--- src/rtl/stopwatch_pkg.sv ---
// Shared types and constants for the stopwatch control slice.
package stopwatch_pkg;

  typedef enum logic [1:0] {
    ST_IDLE  = 2'b00,
    ST_RUN   = 2'b01,
    ST_LAP   = 2'b10,
    ST_PAUSE = 2'b11
  } sw_state_e;

  localparam int BTN_START = 0;
  localparam int BTN_LAP   = 1;
  localparam int BTN_CLEAR = 2;
  localparam int BTN_SPARE = 3;

  localparam int DIV_DEFAULT = 1000000;

  function automatic logic is_running(sw_state_e s);
    return (s == ST_RUN) || (s == ST_LAP);
  endfunction

endpackage

--- src/rtl/stopwatch_ctrl_if.sv ---
// Button input and control outputs of the stopwatch controller.
interface stopwatch_ctrl_if;
  // No handshake: btn is sampled every clock and every output is valid every clock.
  logic [3:0] btn;
  logic       tick;
  logic       clr;
  logic       freeze;
  logic       running;
  logic [1:0] state;

  modport master (output btn, input tick, clr, freeze, running, state);
  modport slave  (input btn, output tick, clr, freeze, running, state);
endinterface

--- src/rtl/stopwatch_ctrl_tick_div.sv ---
// Centisecond divider: counts while enabled, holds otherwise, sync clear wins.
module tick_div #(
  parameter int DIV   = 4,
  parameter int DIV_W = 2
) (
  input  logic clock,
  input  logic reset,
  input  logic en_i,
  input  logic clr_i,
  output logic tick_o
);
  localparam logic [DIV_W-1:0] LAST = DIV_W'(DIV - 1);

  logic [DIV_W-1:0] cnt_q, cnt_d;

  assign tick_o = en_i && (cnt_q == LAST);

  always_comb begin
    cnt_d = cnt_q;
    if (clr_i) begin
      cnt_d = '0;
    end else if (en_i) begin
      cnt_d = tick_o ? '0 : cnt_q + DIV_W'(1);
    end
  end

  always_ff @(posedge clock or posedge reset) begin
    if (reset) cnt_q <= '0;
    else       cnt_q <= cnt_d;
  end
endmodule

--- src/rtl/stopwatch_ctrl.sv ---
// Stopwatch run/pause/lap/clear controller with button edge detect and tick divider.
// Build option: define STOPWATCH_LONG_CLEAR_EN to require a long hold on the clear button.
module stopwatch_ctrl
  import stopwatch_pkg::*;
#(
  parameter int DIV         = DIV_DEFAULT,
  parameter int DIV_W       = 20,
  parameter int LONG_CYCLES = 100000000
) (
  input  logic              clock,
  input  logic              reset,
  stopwatch_ctrl_if.slave   bus
);
  if (DIV < 2) begin : g_bad_div
    $error("DIV must be 2 or more");
  end
  if (LONG_CYCLES < 2) begin : g_bad_long
    $error("LONG_CYCLES must be 2 or more");
  end

`ifdef STOPWATCH_LONG_CLEAR_EN
  localparam int EDGE_MSB = BTN_LAP;
`else
  localparam int EDGE_MSB = BTN_CLEAR;
`endif

  // Reset to all ones so a button held through reset is not seen as a press.
  logic [EDGE_MSB:0] btn_q;
  logic [EDGE_MSB:0] ev;
  logic              clear_ev;

  always_ff @(posedge clock or posedge reset) begin
    if (reset) btn_q <= '1;
    else       btn_q <= bus.btn[EDGE_MSB:0];
  end

  assign ev = bus.btn[EDGE_MSB:0] & ~btn_q;

`ifdef STOPWATCH_LONG_CLEAR_EN
  localparam int HOLD_W = $clog2(LONG_CYCLES + 1);
  localparam logic [HOLD_W-1:0] HOLD_FIRE = HOLD_W'(LONG_CYCLES - 1);
  localparam logic [HOLD_W-1:0] HOLD_MAX  = HOLD_W'(LONG_CYCLES);

  logic [HOLD_W-1:0] hold_q, hold_d;

  // Saturating one past the fire value keeps the clear event to a single cycle.
  always_comb begin
    hold_d = '0;
    if (bus.btn[BTN_CLEAR]) begin
      hold_d = (hold_q == HOLD_MAX) ? hold_q : hold_q + HOLD_W'(1);
    end
  end

  always_ff @(posedge clock or posedge reset) begin
    if (reset) hold_q <= '0;
    else       hold_q <= hold_d;
  end

  assign clear_ev = bus.btn[BTN_CLEAR] && (hold_q == HOLD_FIRE);
`else
  assign clear_ev = ev[BTN_CLEAR];
`endif

  sw_state_e state_q, state_d;
  logic      clr_q, clr_d;
  logic      running;
  logic      freeze;
  logic      tick;

  always_ff @(posedge clock or posedge reset) begin
    if (reset) begin
      state_q <= ST_IDLE;
      clr_q   <= 1'b0;
    end else begin
      state_q <= state_d;
      clr_q   <= clr_d;
    end
  end

  // Each state checks only the events it honours, in priority order.
  always_comb begin
    state_d = state_q;
    clr_d   = 1'b0;
    unique case (state_q)
      ST_IDLE: begin
        if (clear_ev)            clr_d   = 1'b1;
        else if (ev[BTN_START])  state_d = ST_RUN;
      end
      ST_RUN: begin
        if (ev[BTN_START])       state_d = ST_PAUSE;
        else if (ev[BTN_LAP])    state_d = ST_LAP;
      end
      ST_LAP: begin
        if (ev[BTN_START])       state_d = ST_PAUSE;
        else if (ev[BTN_LAP])    state_d = ST_RUN;
      end
      ST_PAUSE: begin
        if (clear_ev) begin
          clr_d   = 1'b1;
          state_d = ST_IDLE;
        end else if (ev[BTN_START]) begin
          state_d = ST_RUN;
        end
      end
      default: state_d = ST_IDLE;
    endcase
  end

  always_comb begin
    running = is_running(state_q);
    freeze  = (state_q == ST_LAP);
  end

  tick_div #(
    .DIV   (DIV),
    .DIV_W (DIV_W)
  ) u_tick_div (
    .clock  (clock),
    .reset  (reset),
    .en_i   (running),
    .clr_i  (clr_d),
    .tick_o (tick)
  );

  assign bus.tick    = tick;
  assign bus.clr     = clr_q;
  assign bus.freeze  = freeze;
  assign bus.running = running;
  assign bus.state   = state_q;
endmodule
--- src/flat_wrapper.sv ---
// flat-port wrapper written by rule: the top's interface ports become plain ports
module stopwatch_ctrl_flat import stopwatch_pkg::*;
#(
  parameter int DIV         = DIV_DEFAULT,
  parameter int DIV_W       = 20,
  parameter int LONG_CYCLES = 100000000
)
  (clock, reset, bus_btn, bus_tick, bus_clr, bus_freeze, bus_running, bus_state);
  stopwatch_ctrl_if bus_i ();
  input  logic clock;
  input  logic reset;
  input wire logic [$bits(bus_i.btn)-1:0] bus_btn;
  output wire logic [$bits(bus_i.tick)-1:0] bus_tick;
  output wire logic [$bits(bus_i.clr)-1:0] bus_clr;
  output wire logic [$bits(bus_i.freeze)-1:0] bus_freeze;
  output wire logic [$bits(bus_i.running)-1:0] bus_running;
  output wire logic [$bits(bus_i.state)-1:0] bus_state;
  assign bus_i.btn = bus_btn;
  assign bus_tick = bus_i.tick;
  assign bus_clr = bus_i.clr;
  assign bus_freeze = bus_i.freeze;
  assign bus_running = bus_i.running;
  assign bus_state = bus_i.state;
  stopwatch_ctrl #(.DIV(DIV), .DIV_W(DIV_W), .LONG_CYCLES(LONG_CYCLES)) u_core (.clock(clock), .reset(reset), .bus(bus_i));
endmodule
--- config.mk ---
export PLATFORM = sky130hd
export DESIGN_NAME = stopwatch_ctrl_flat
export DESIGN_NICKNAME = d
export VERILOG_FILES = /design/src/rtl/stopwatch_pkg.sv /design/src/rtl/stopwatch_ctrl_if.sv /design/src/rtl/stopwatch_ctrl_tick_div.sv /design/src/rtl/stopwatch_ctrl.sv /design/src/flat_wrapper.sv
export SDC_FILE = /design/constraint.sdc
export NUM_CORES = 1
export LEC_CHECK = 0
export BUFFER_PORTS_ARGS = -buffer_cell sky130_fd_sc_hd__buf_2
export CAP_MARGIN = 5
export CORE_ASPECT_RATIO = 0.75
export CORE_UTILIZATION = 66
export CTS_BUF_LIST = sky130_fd_sc_hd__clkbuf_2
export CTS_CLUSTER_DIAMETER = 40
export DETAILED_ROUTE_END_ITERATION = 12
export HOLD_SLACK_MARGIN = 0.05
export PLACE_DENSITY = 0.92
export SYNTH_ARGS = -nofsm -noshare
export SYNTH_HDL_FRONTEND = slang
export SYNTH_HIERARCHICAL = 1
export SYNTH_SLANG_ARGS = --single-unit
--- constraint.sdc ---
create_clock -name clock -period 3.9 [get_ports clock]
set_clock_uncertainty 0.2 [all_clocks]
set_input_delay 0 -clock clock [delete_from_list [all_inputs] [get_ports clock]]
set_output_delay 0 -clock clock [all_outputs]
set_load 0.02 [all_outputs]
==> results.sh, run 1 <==
export IMPL_run_status="finished with violations"
export IMPL_violations="DRC"
export IMPL_worstSetupPathType="register to register"
export IMPL_start_kind="register"
export IMPL_synth_main_ff_cell="dfrtp_1"
export IMPL_fillers=122
export IMPL_grt_max_degree=21
export IMPL_hold_viol=0
export IMPL_antenna_found_initial=0
export IMPL_ys_ff_latch=26
export IMPL_slew_viol_final=0
export IMPL_syn_num_nets=168
export IMPL_reg2reg_depth=7
export IMPL_drt_wl_total_um=3680
export IMPL_cp_arrival_ns=2.89
export IMPL_grt_use_met1_pct=41.4
export IMPL_dr_pass1_iters=8
export IMPL_pre_cts_slack_ns=1.25
export IMPL_grt_busiest_layer="met2"
export IMPL_final_cell_mix="dfrtp_1 (23), nor2_1 (19), inv_1 (12)"
export IMPL_hp_class="input port to register"
export IMPL_layout_nets=188
export IMPL_timing_rr_start="u_core/bus.state[0]$_DFFE_PP0P_"
export IMPL_cts_tree="built"
export IMPL_min_period_over_period_pct=71.8
export IMPL_start_util_pct=73.0
export IMPL_post_route_min_period_ns=2.80
export IMPL_ys_seq_area_share_pct=42.7
export IMPL_viasPerCell=6.56
export IMPL_clock_latency_ns=0.37
export IMPL_wl_per_cell_um=18.5
export IMPL_synth_cell_types=45
export IMPL_met3_usage_pct=9.25
export IMPL_cts_repair_resized=0
export IMPL_fin_setup_tns_ns=0
export IMPL_min_from="bus_btn[2]"
export IMPL_gp_congestion=0.833
export IMPL_n_antenna_cell=0
export IMPL_critPathMaxFanout=11
export IMPL_ys_async_sr_fraction_pct=100
export IMPL_layout_drive_gt1_share_pct=18.3
export IMPL_setup_violations=0
export IMPL_required_ns=3.99
export IMPL_ios=12
export IMPL_die_x_um=57.7
export IMPL_dieHeight_um=43.8
export IMPL_cts_hold_buf=7
export IMPL_num_rows=14
export IMPL_coreArea_um2=2100
export IMPL_setup_ws_ns=1.10
export IMPL_hold_depth=2
export IMPL_avgSynthCellArea_um2=9.83
export IMPL_grt_pass1_wl_um=6130
export IMPL_overflow=0
export IMPL_fmax_mhz=357
export IMPL_die_area_um2=2520
export IMPL_dp_hpwl_um=2570
export IMPL_clockBufferDepth=2
export IMPL_p_leak_nw=0.771
export IMPL_post_cts_buffers=0
export IMPL_cp_end_kind="register"
export IMPL_hold_end="u_core/btn_q[2]$_DFF_PP1_"
export IMPL_met2_usage_pct=55.8
export IMPL_syn_to_final_growth_pct=11.9
export IMPL_grt_total_usage_pct=33.7
export IMPL_worstMarginPinSlew_ns=0.773
export IMPL_yosys_warnings=6
export IMPL_synth_edf_count=0
export IMPL_grt_pass1_vias=1324
export IMPL_peakVddDrop_uv=576
export IMPL_ff2ff_setup_slack_ns=1.10
export IMPL_p_per_area_nw_per_um2=529
export IMPL_cts_sinks=26
export IMPL_netlist_area_um2=1530
export IMPL_cts_root_buf="clkbuf_2"
export IMPL_maxCapViolations=0
export IMPL_detail_route_antenna_nets=0
export IMPL_syn_inst=156
export IMPL_rsz0062_at_grt="false"
export IMPL_worstReg2RegEnd="u_core/u_tick_div/cnt_q[10]$_DFFE_PP0P_"
export IMPL_drc=1
export IMPL_cts_buffers=3
export IMPL_via_count=1306
export IMPL_first_iter_violations=102
export IMPL_h_tree_depth=1
export IMPL_max_slew_margin_pct=48.3
export IMPL_clk_pin_slew_ns=0.25
export IMPL_io_buffers=10
export IMPL_final_common_cell="dfrtp_1"
[sequential cells by signal, indices dropped and copies added, names as in the netlist]
name                     count
u_core/u_tick_div/cnt_q     20
u_core/bus.state             2
u_core/bus.clr               1
u_core/btn_q                 3
[worst max-delay path by stage]
stage	end	startpoint	cells after the start
4_1_cts	u_core/u_tick_div/cnt_q[10]$_DFFE_PP0P_	u_core/bus.state[0]$_DFFE_PP0P_	7
3_5_place_dp	u_core/u_tick_div/cnt_q[10]$_DFFE_PP0P_	u_core/bus.state[0]$_DFFE_PP0P_	7
2_1_floorplan	u_core/u_tick_div/cnt_q[9]$_DFFE_PP0P_	u_core/bus.state[0]$_DFFE_PP0P_	8
6_report	u_core/u_tick_div/cnt_q[10]$_DFFE_PP0P_	u_core/bus.state[0]$_DFFE_PP0P_	7
3_3_place_gp	u_core/u_tick_div/cnt_q[9]$_DFFE_PP0P_	u_core/bus.state[0]$_DFFE_PP0P_	7
5_1_grt	u_core/u_tick_div/cnt_q[5]$_DFFE_PP0P_	u_core/bus.state[0]$_DFFE_PP0P_	8
[critical path: stages (launching register included)]
cell	delay, ns
dfrtp_1	0.48
inv_1	0.12
ha_1	0.32
nor2_1	0.61
o21ai_0	0.32
or3_1	0.42
xor2_1	0.20
nor2_2	0.05
[layout make-up]
cell class	instances	area (um^2)	area share (%)
multi-input cells	115	815	47.4
flip-flops and latches	26	654	38.1
repair buffers	18	128	7.43
inverters	12	45.0	2.62
clock inverters	1	30.0	1.75
well taps	24	30.0	1.75
clock buffers	3	15.0	0.875
[stage by stage]
step / cell area [um^2] / utilization (%) / hold slack, ns / instances / power (mW)
floorplan: 1530 / - / -0.411 / 156 / 0.629
global placement: 1600 / 76.2 / -0.284 / 188 / 0.687
detailed placement: 1600 / 76.2 / -0.261 / 188 / 0.722
CTS: 1720 / 81.7 / 0.0719 / 199 / 0.900
global route: 1720 / 81.7 / 0.0597 / 199 / 0.960
finish: 1720 / 81.7 / 0.0715 / 199 / 0.908
[power by group]
group          leakage (nW)  switching [mW]  total [mW]  internal [mW]
clock network        0.0266          0.0841       0.172         0.0882
registers             0.339          0.0463       0.356          0.310
logic                 0.405           0.237       0.380          0.143
[metal layers]
layer,vias up,part of all wire [%]
met4,0,4.0
met3,23,8.6
met2,77,47
met1,622,40
met5,-,0
li1,584,-
[logic make-up after synthesis]
logic type,share of synthesized area (%)
buffers and inverters,4.24
DFF,42.7
AOI/OAI and AO/OA,9.87
adders and majority gates,4.89
and+or+nand+nor,30.3
xor gates and xnor gates,7.99
[Yosys cell counts (2+ instances only)]
library cell / instances / share of area (%)
a21oi_1: 4 / 1.3
a31oi_1: 2 / 0.82
and2_1: 2 / 0.82
dfrtp_1: 23 / 38
dfstp_2: 3 / 5.1
ha_1: 6 / 4.9
inv_1: 12 / 2.9
nand2_1: 7 / 1.7
nand2b_1: 3 / 1.2
nand3_1: 7 / 2.3
nand3b_1: 3 / 1.5
nand4_1: 5 / 2.0
nand4_2: 2 / 1.6
nor2_1: 19 / 4.6
nor2_2: 2 / 0.82
nor2b_1: 2 / 0.82
nor3_1: 6 / 2.0
nor4_1: 3 / 1.2
o21ai_0: 4 / 1.3
o31ai_1: 3 / 1.5
or3_1: 2 / 0.82
xnor2_1: 6 / 3.4
xor2_1: 8 / 4.6
Power figures use the tool's default switching activity.
==> run 2, diff against run 1 <==
ABC_AREA = 1   (was default)
CORE_UTILIZATION = 56   (was 66)
PLACE_DENSITY = 0.83   (was 0.92)
clock period = 2.32 ns   (was 3.9 ns; I/O delays follow)
==> results.sh, run 2 <==
export IMPL_design_area_um2=1870
export IMPL_overflow=0
export IMPL_fmax_mhz=461
export IMPL_p_leak_nw=0.918
export IMPL_max_slew_margin_pct=47.6
export IMPL_peakVddDrop_uv=564
export IMPL_ys_seq_area_share_pct=39.0
export IMPL_worstSetupPathType="register to register"
export IMPL_cp_arrival_ns=2.29
export IMPL_dp_hpwl_um=2620
export IMPL_syn_num_nets=235
export IMPL_synth_main_ff_cell="dfrtp_1"
export IMPL_ys_ff_latch=26
export IMPL_finalPower_mw=1.58
export IMPL_drc=0
export IMPL_cts_buffers=3
export IMPL_start_util_pct=61.6
export IMPL_final_common_cell="nand2_1"
export IMPL_clock_latency_ns=0.35
export IMPL_h_tree_depth=1
export IMPL_largest_reg_flops=20
export IMPL_timing_rr_start="u_core/bus.state[1]$_DFFE_PP0P_"
export IMPL_cts_sinks=26
export IMPL_critPathMaxFanout=17
export IMPL_yosysMostFrequentCell="nand2_1"
export IMPL_netlist_area_um2=1680
export IMPL_hp_class="input port to register"
export IMPL_dieHeight_um=49.4
export IMPL_reg2reg_depth=9
export IMPL_postPlaceCellArea_um2=1780
export IMPL_synth_edf_count=0
export IMPL_fin_setup_tns_ns=0
export IMPL_worstMarginPinSlew_ns=0.785
export IMPL_ios=12
export IMPL_synth_top_area_share_pct=34.3
export IMPL_min_from="bus_btn[1]"
export IMPL_cp_end_kind="register"
export IMPL_required_ns=2.44
export IMPL_grt_total_usage_pct=26.0
export IMPL_hold_viol=0
export IMPL_ff2ff_setup_slack_ns=0.15
export IMPL_p_per_area_nw_per_um2=843
export IMPL_worst_path_buf_inv=2
export IMPL_num_rows=16
export IMPL_post_route_min_period_ns=2.17
export IMPL_n_antenna_cell=0
export IMPL_cts_tree="built"
export IMPL_grt_max_degree=21
export IMPL_ys_async_sr_fraction_pct=100
export IMPL_antenna_found_initial=0
export IMPL_yosysTopAreaCell="dfrtp_1"
export IMPL_path_cells="inv_1 -> ha_1 -> nor2_1 -> nor2_4 -> nor2_1 -> nand2_2 -> inv_2 -> nand3_1 -> nand2_1"
export IMPL_gp_congestion=0.866
export IMPL_hold_end="u_core/btn_q[1]$_DFF_PP1_"
export IMPL_maxCapViolations=0
export IMPL_syn_to_final_growth_pct=11.7
export IMPL_min_period_over_period_pct=93.4
export IMPL_layout_drive_gt1_share_pct=21.4
export IMPL_die_x_um=65.2
export IMPL_yosys_top_cells_count="nand2_1 (55), nor2_1 (31), inv_1 (30), dfrtp_1 (23), nand3_1 (17)"
export IMPL_post_cts_buffers=0
export IMPL_hold_depth=2
export IMPL_wl_per_cell_um=12.7
export IMPL_clk_pin_slew_ns=0.24
export IMPL_pre_cts_slack_ns=0.208
export IMPL_grt_pass1_wl_um=6280
export IMPL_worstReg2RegEnd="u_core/u_tick_div/cnt_q[16]$_DFFE_PP0P_"
export IMPL_final_cell_mix="nand2_1 (55), nor2_1 (31), inv_1 (30)"
export IMPL_run_status="complete, no violations"
export IMPL_viasPerCell=5.11
export IMPL_avgSynthCellArea_um2=7.52
export IMPL_layout_nets=256
export IMPL_clockBufferDepth=2
export IMPL_cp_top_family="simple AND/OR/NAND/NOR gates"
export IMPL_fillers=233
export IMPL_synth_cell_types=26
export IMPL_yosys_warnings=6
export IMPL_dr_pass1_iters=4
export IMPL_drt_wl_total_um=3550
export IMPL_rsz0062_at_grt="false"
export IMPL_io_buffers=10
export IMPL_setup_ws_ns=0.153
export IMPL_syn_inst=223
export IMPL_regMostFlops="u_core/u_tick_div/cnt_q"
export IMPL_cpMostUsedCell="nor2_1"
export IMPL_via_count=1425
export IMPL_cts_root_buf="clkbuf_2"
export IMPL_die_area_um2=3220
export IMPL_first_iter_violations=116
export IMPL_synthTopCellsByArea="dfrtp_1 (34%), nand2_1 (12%), nor2_1 (6.9%)"
export IMPL_coreArea_um2=2720
export IMPL_slowest_stage="dfrtp_1"
export IMPL_cpPeakStageDelay_ns=0.44
export IMPL_slew_viol_final=0
export IMPL_crit_start="u_core/bus.state[1]$_DFFE_PP0P_"
export IMPL_grt_pass1_vias=1355
export IMPL_start_kind="register"
export IMPL_detail_route_antenna_nets=0
export IMPL_setup_violations=0
run 2: changes by cell type after synthesis, moves of 4 or more:
cell	previous run	this run
xor2_1	8	4
inv_1	12	30
nor2_1	19	31
nor2_4	0	5
nand2_2	1	10
nand3_1	7	17
inv_2	0	4
nand4_1	5	0
nand2_1	7	55
run 2: cells by family (layout without fill, tap and decap cells):
logic type                 Yosys count  after routing  synth area share (%)
DFF                                 26             26                  39.0
AOI/OAI and AO/OA                   12             12                  3.81
and+or+nand+nor                    135            135                  39.9
adders and majority gates            6              6                  4.48
buffers and inverters               36             56                  8.58
xor gates and xnor gates             8              8                  4.18
run 2: how the worst max path moves through the flow:
stage                                         endpoint  cells after the start
2_1_floorplan  u_core/u_tick_div/cnt_q[14]$_DFFE_PP0P_                      7
3_3_place_gp   u_core/u_tick_div/cnt_q[18]$_DFFE_PP0P_                      9
4_1_cts        u_core/u_tick_div/cnt_q[16]$_DFFE_PP0P_                      9
6_report       u_core/u_tick_div/cnt_q[16]$_DFFE_PP0P_                      9
5_1_grt        u_core/u_tick_div/cnt_q[16]$_DFFE_PP0P_                      9
3_5_place_dp   u_core/u_tick_div/cnt_q[18]$_DFFE_PP0P_                      9
run 2: routing by layer:
layer	global-route usage [%]	part of all wire, %
met1	37.1	48
met2	40.0	45
met3	5.61	6.4
met4	6.16	0.76
met5	0	0
run 2: power by group:
group	total (mW)	switching, mW	internal (mW)	leakage (nW)
Sequential	0.557	0.0423	0.515	0.345
Clock	0.282	0.134	0.148	0.0266
Combinational	0.740	0.509	0.231	0.547
run 2: cell type report:
cell class	instances	area, um^2	area share (%)
multi-input cells	161	878	46.9
flip-flops and latches	26	654	34.9
inverters	34	128	6.81
repair buffers	18	123	6.55
well taps	36	45.0	2.40
clock inverters	1	30.0	1.60
clock buffers	3	15.0	0.802
run 2: stage by stage:
| step | std cells | hold slack, ns | util, % |
|---|---|---|---|
| after floorplan | 223 | -0.411 | - |
| after global placement | 270 | -0.257 | 65.3 |
| after detailed placement | 270 | -0.256 | 65.3 |
| after CTS | 279 | 0.0552 | 68.8 |
| after global routing | 279 | 0.0596 | 68.8 |
| final | 279 | 0.0645 | 68.8 |
run 2: what timing repair did:
| action | in CTS | in global routing |
|---|---|---|
| hold endpoints to repair | 33 | 0 |
| gates resized for setup | 0 | 0 |
| hold buffers | 5 | 0 |
==> run 3, diff against run 2 <==
ABC_AREA = default   (was 1)
CORE_UTILIZATION = 55   (was 56)
PLACE_DENSITY = 0.82   (was 0.83)
==> results.sh, run 3 (synthesis results as in run 1) <==
export IMPL_first_iter_violations=77
export IMPL_final_common_cell="dfrtp_1"
export IMPL_clock_latency_ns=0.35
export IMPL_dieHeight_um=47.7
export IMPL_viasPerCell=5.66
export IMPL_overflow=0
export IMPL_dr_pass1_iters=4
export IMPL_start_kind="register"
export IMPL_h_tree_depth=1
export IMPL_detail_route_antenna_nets=0
export IMPL_via_count=1217
export IMPL_grt_pass1_vias=1073
export IMPL_n_antenna_cell=0
export IMPL_die_area_um2=3010
export IMPL_post_route_min_period_ns=2.18
export IMPL_syn_to_final_growth_pct=14.3
export IMPL_layout_nets=192
export IMPL_cts_sinks=26
export IMPL_slowest_stage="dfrtp_1"
export IMPL_cpPeakStageDelay_ns=0.45
export IMPL_fin_setup_tns_ns=0
export IMPL_postPlaceCellArea_um2=1630
export IMPL_required_ns=2.43
export IMPL_drc=0
export IMPL_dpl_cell_count=201
export IMPL_cts_root_buf="clkbuf_2"
export IMPL_start_util_pct=58.5
export IMPL_wl_per_cell_um=14.9
export IMPL_worstMarginPinSlew_ns=0.768
export IMPL_cp_top_family="simple AND/OR/NAND/NOR gates"
export IMPL_fmax_mhz=459
export IMPL_coreArea_um2=2620
export IMPL_die_x_um=63.0
export IMPL_hp_class="input port to register"
export IMPL_worstSetupPathType="register to register"
export IMPL_antenna_found_initial=0
export IMPL_clockBufferDepth=2
export IMPL_grt_max_degree=21
export IMPL_cts_buffers=3
export IMPL_io_buffers=10
export IMPL_ios=12
export IMPL_design_area_um2=1750
export IMPL_worst_path_buf_inv=2
export IMPL_fin_hold_ws_ns=0.0849
export IMPL_cts_tree="built"
export IMPL_fin_util_pct=66.8
export IMPL_final_cell_mix="dfrtp_1 (23), nor2_1 (18), inv_1 (12)"
export IMPL_p_per_area_nw_per_um2=817
export IMPL_slew_viol_final=0
export IMPL_finalNonFillerCells=215
export IMPL_cp_end_kind="register"
export IMPL_grt_pass1_wl_um=5180
export IMPL_regMostFlops="u_core/u_tick_div/cnt_q"
export IMPL_critPathMaxFanout=9
export IMPL_gp_congestion=0.798
export IMPL_p_leak_nw=0.779
export IMPL_path_cells="inv_1 -> ha_4 -> nor2_1 -> buf_4 -> nor2_1 -> nor2b_2 -> nand4_1 -> xor2_1 -> nor2_1"
export IMPL_run_status="complete, no violations"
export IMPL_clk_pin_slew_ns=0.23
export IMPL_max_slew_margin_pct=48.8
export IMPL_grt_total_usage_pct=23.0
export IMPL_hold_viol=0
export IMPL_num_rows=16
export IMPL_min_period_over_period_pct=93.9
export IMPL_peakVddDrop_uv=620
export IMPL_cp_arrival_ns=2.29
export IMPL_setup_violations=0
export IMPL_largest_reg_flops=20
export IMPL_layout_drive_gt1_share_pct=21.2
export IMPL_dp_hpwl_um=2300
export IMPL_cpMostUsedCell="nor2_1"
export IMPL_drt_wl_total_um=3210
export IMPL_maxCapViolations=0
==> run 3: cell types whose count changed in the layout (fill, tap and decap cells not counted), moves of 4 or more <==
cell / previous run / this run
nand2_1: 55 / 7
inv_1: 30 / 12
nor2_1: 31 / 18
nand3_1: 17 / 7
nand2_2: 10 / 1
nand4_1: 0 / 5
nor2_4: 5 / 0
inv_2: 4 / 0
xor2_1: 4 / 8
==> run 3: power by group <==
group	leakage [nW]	internal [mW]	switching [mW]
logic	0.425	0.282	0.396
clock network	0.0140	0.0374	0.128
registers	0.339	0.521	0.0680
==> run 3: cell type report <==
class                      instances  area (um^2)
multi-input combinational        115          832
timing repair buffer              22          158
clock inverter                     1         3.75
clock buffer                       3         15.0
sequential                        26          654
inverter                          12         45.0
fill                             203          870
tap                               36         45.0
==> run 3: repair_timing <==
action / in CTS / in global routing
hold buffers: 5 / 2
endpoints found under the hold margin: 35 / 2
setup buffers: 1 / 2
resized for setup: 0 / 3
endpoints found under the setup margin: 1 / 15
==> run 3: path summary, 6_finish.rpt <==
kind | from | to | slack [ns] | cells past startpoint
hold / removal | bus_btn[2] | u_core/btn_q[2]$_DFF_PP1_ | 0.08 | 2
setup reg to reg | u_core/bus.state[0]$_DFFE_PP0P_ | u_core/u_tick_div/cnt_q[5]$_DFFE_PP0P_ | 0.14 | 9
min in group asynchronous | reset | u_core/u_tick_div/cnt_q[6]$_DFFE_PP0P_ | 0.09 | 3
max in group asynchronous | reset | u_core/btn_q[1]$_DFF_PP1_ | 1.23 | 4
hold reg to reg | u_core/u_tick_div/cnt_q[18]$_DFFE_PP0P_ | u_core/u_tick_div/cnt_q[18]$_DFFE_PP0P_ | 0.39 | 2
setup / recovery | u_core/bus.state[0]$_DFFE_PP0P_ | u_core/u_tick_div/cnt_q[5]$_DFFE_PP0P_ | 0.14 | 9
==> run 3: routing by layer <==
metal	vias up	part of all wire, %	global-route usage [%]
met5	-	0	0
met4	0	0	4.65
met3	0	5.6	5.71
met2	41	47	39.4
met1	587	47	30.6
li1	589	-	-
==> run 3: worst register-to-register path, cell delays in order, from the launching register on <==
cell and delay [ns]:
dfrtp_1 0.45, inv_1 0.16, ha_4 0.25, nor2_1 0.21, buf_4 0.22, nor2_1 0.10
nor2b_2 0.17, nand4_1 0.13, xor2_1 0.16, nor2_1 0.09
==> run 3: stage by stage <==
step | setup slack (ns) | power, mW
6_report | 0.141 | 1.43
2_1_floorplan | 0.0217 | 1.06
3_5_place_dp | 0.0733 | 1.21
3_3_place_gp | 0.140 | 1.17
5_1_grt | -0.0593 | 1.55
4_1_cts | 0.00732 | 1.39
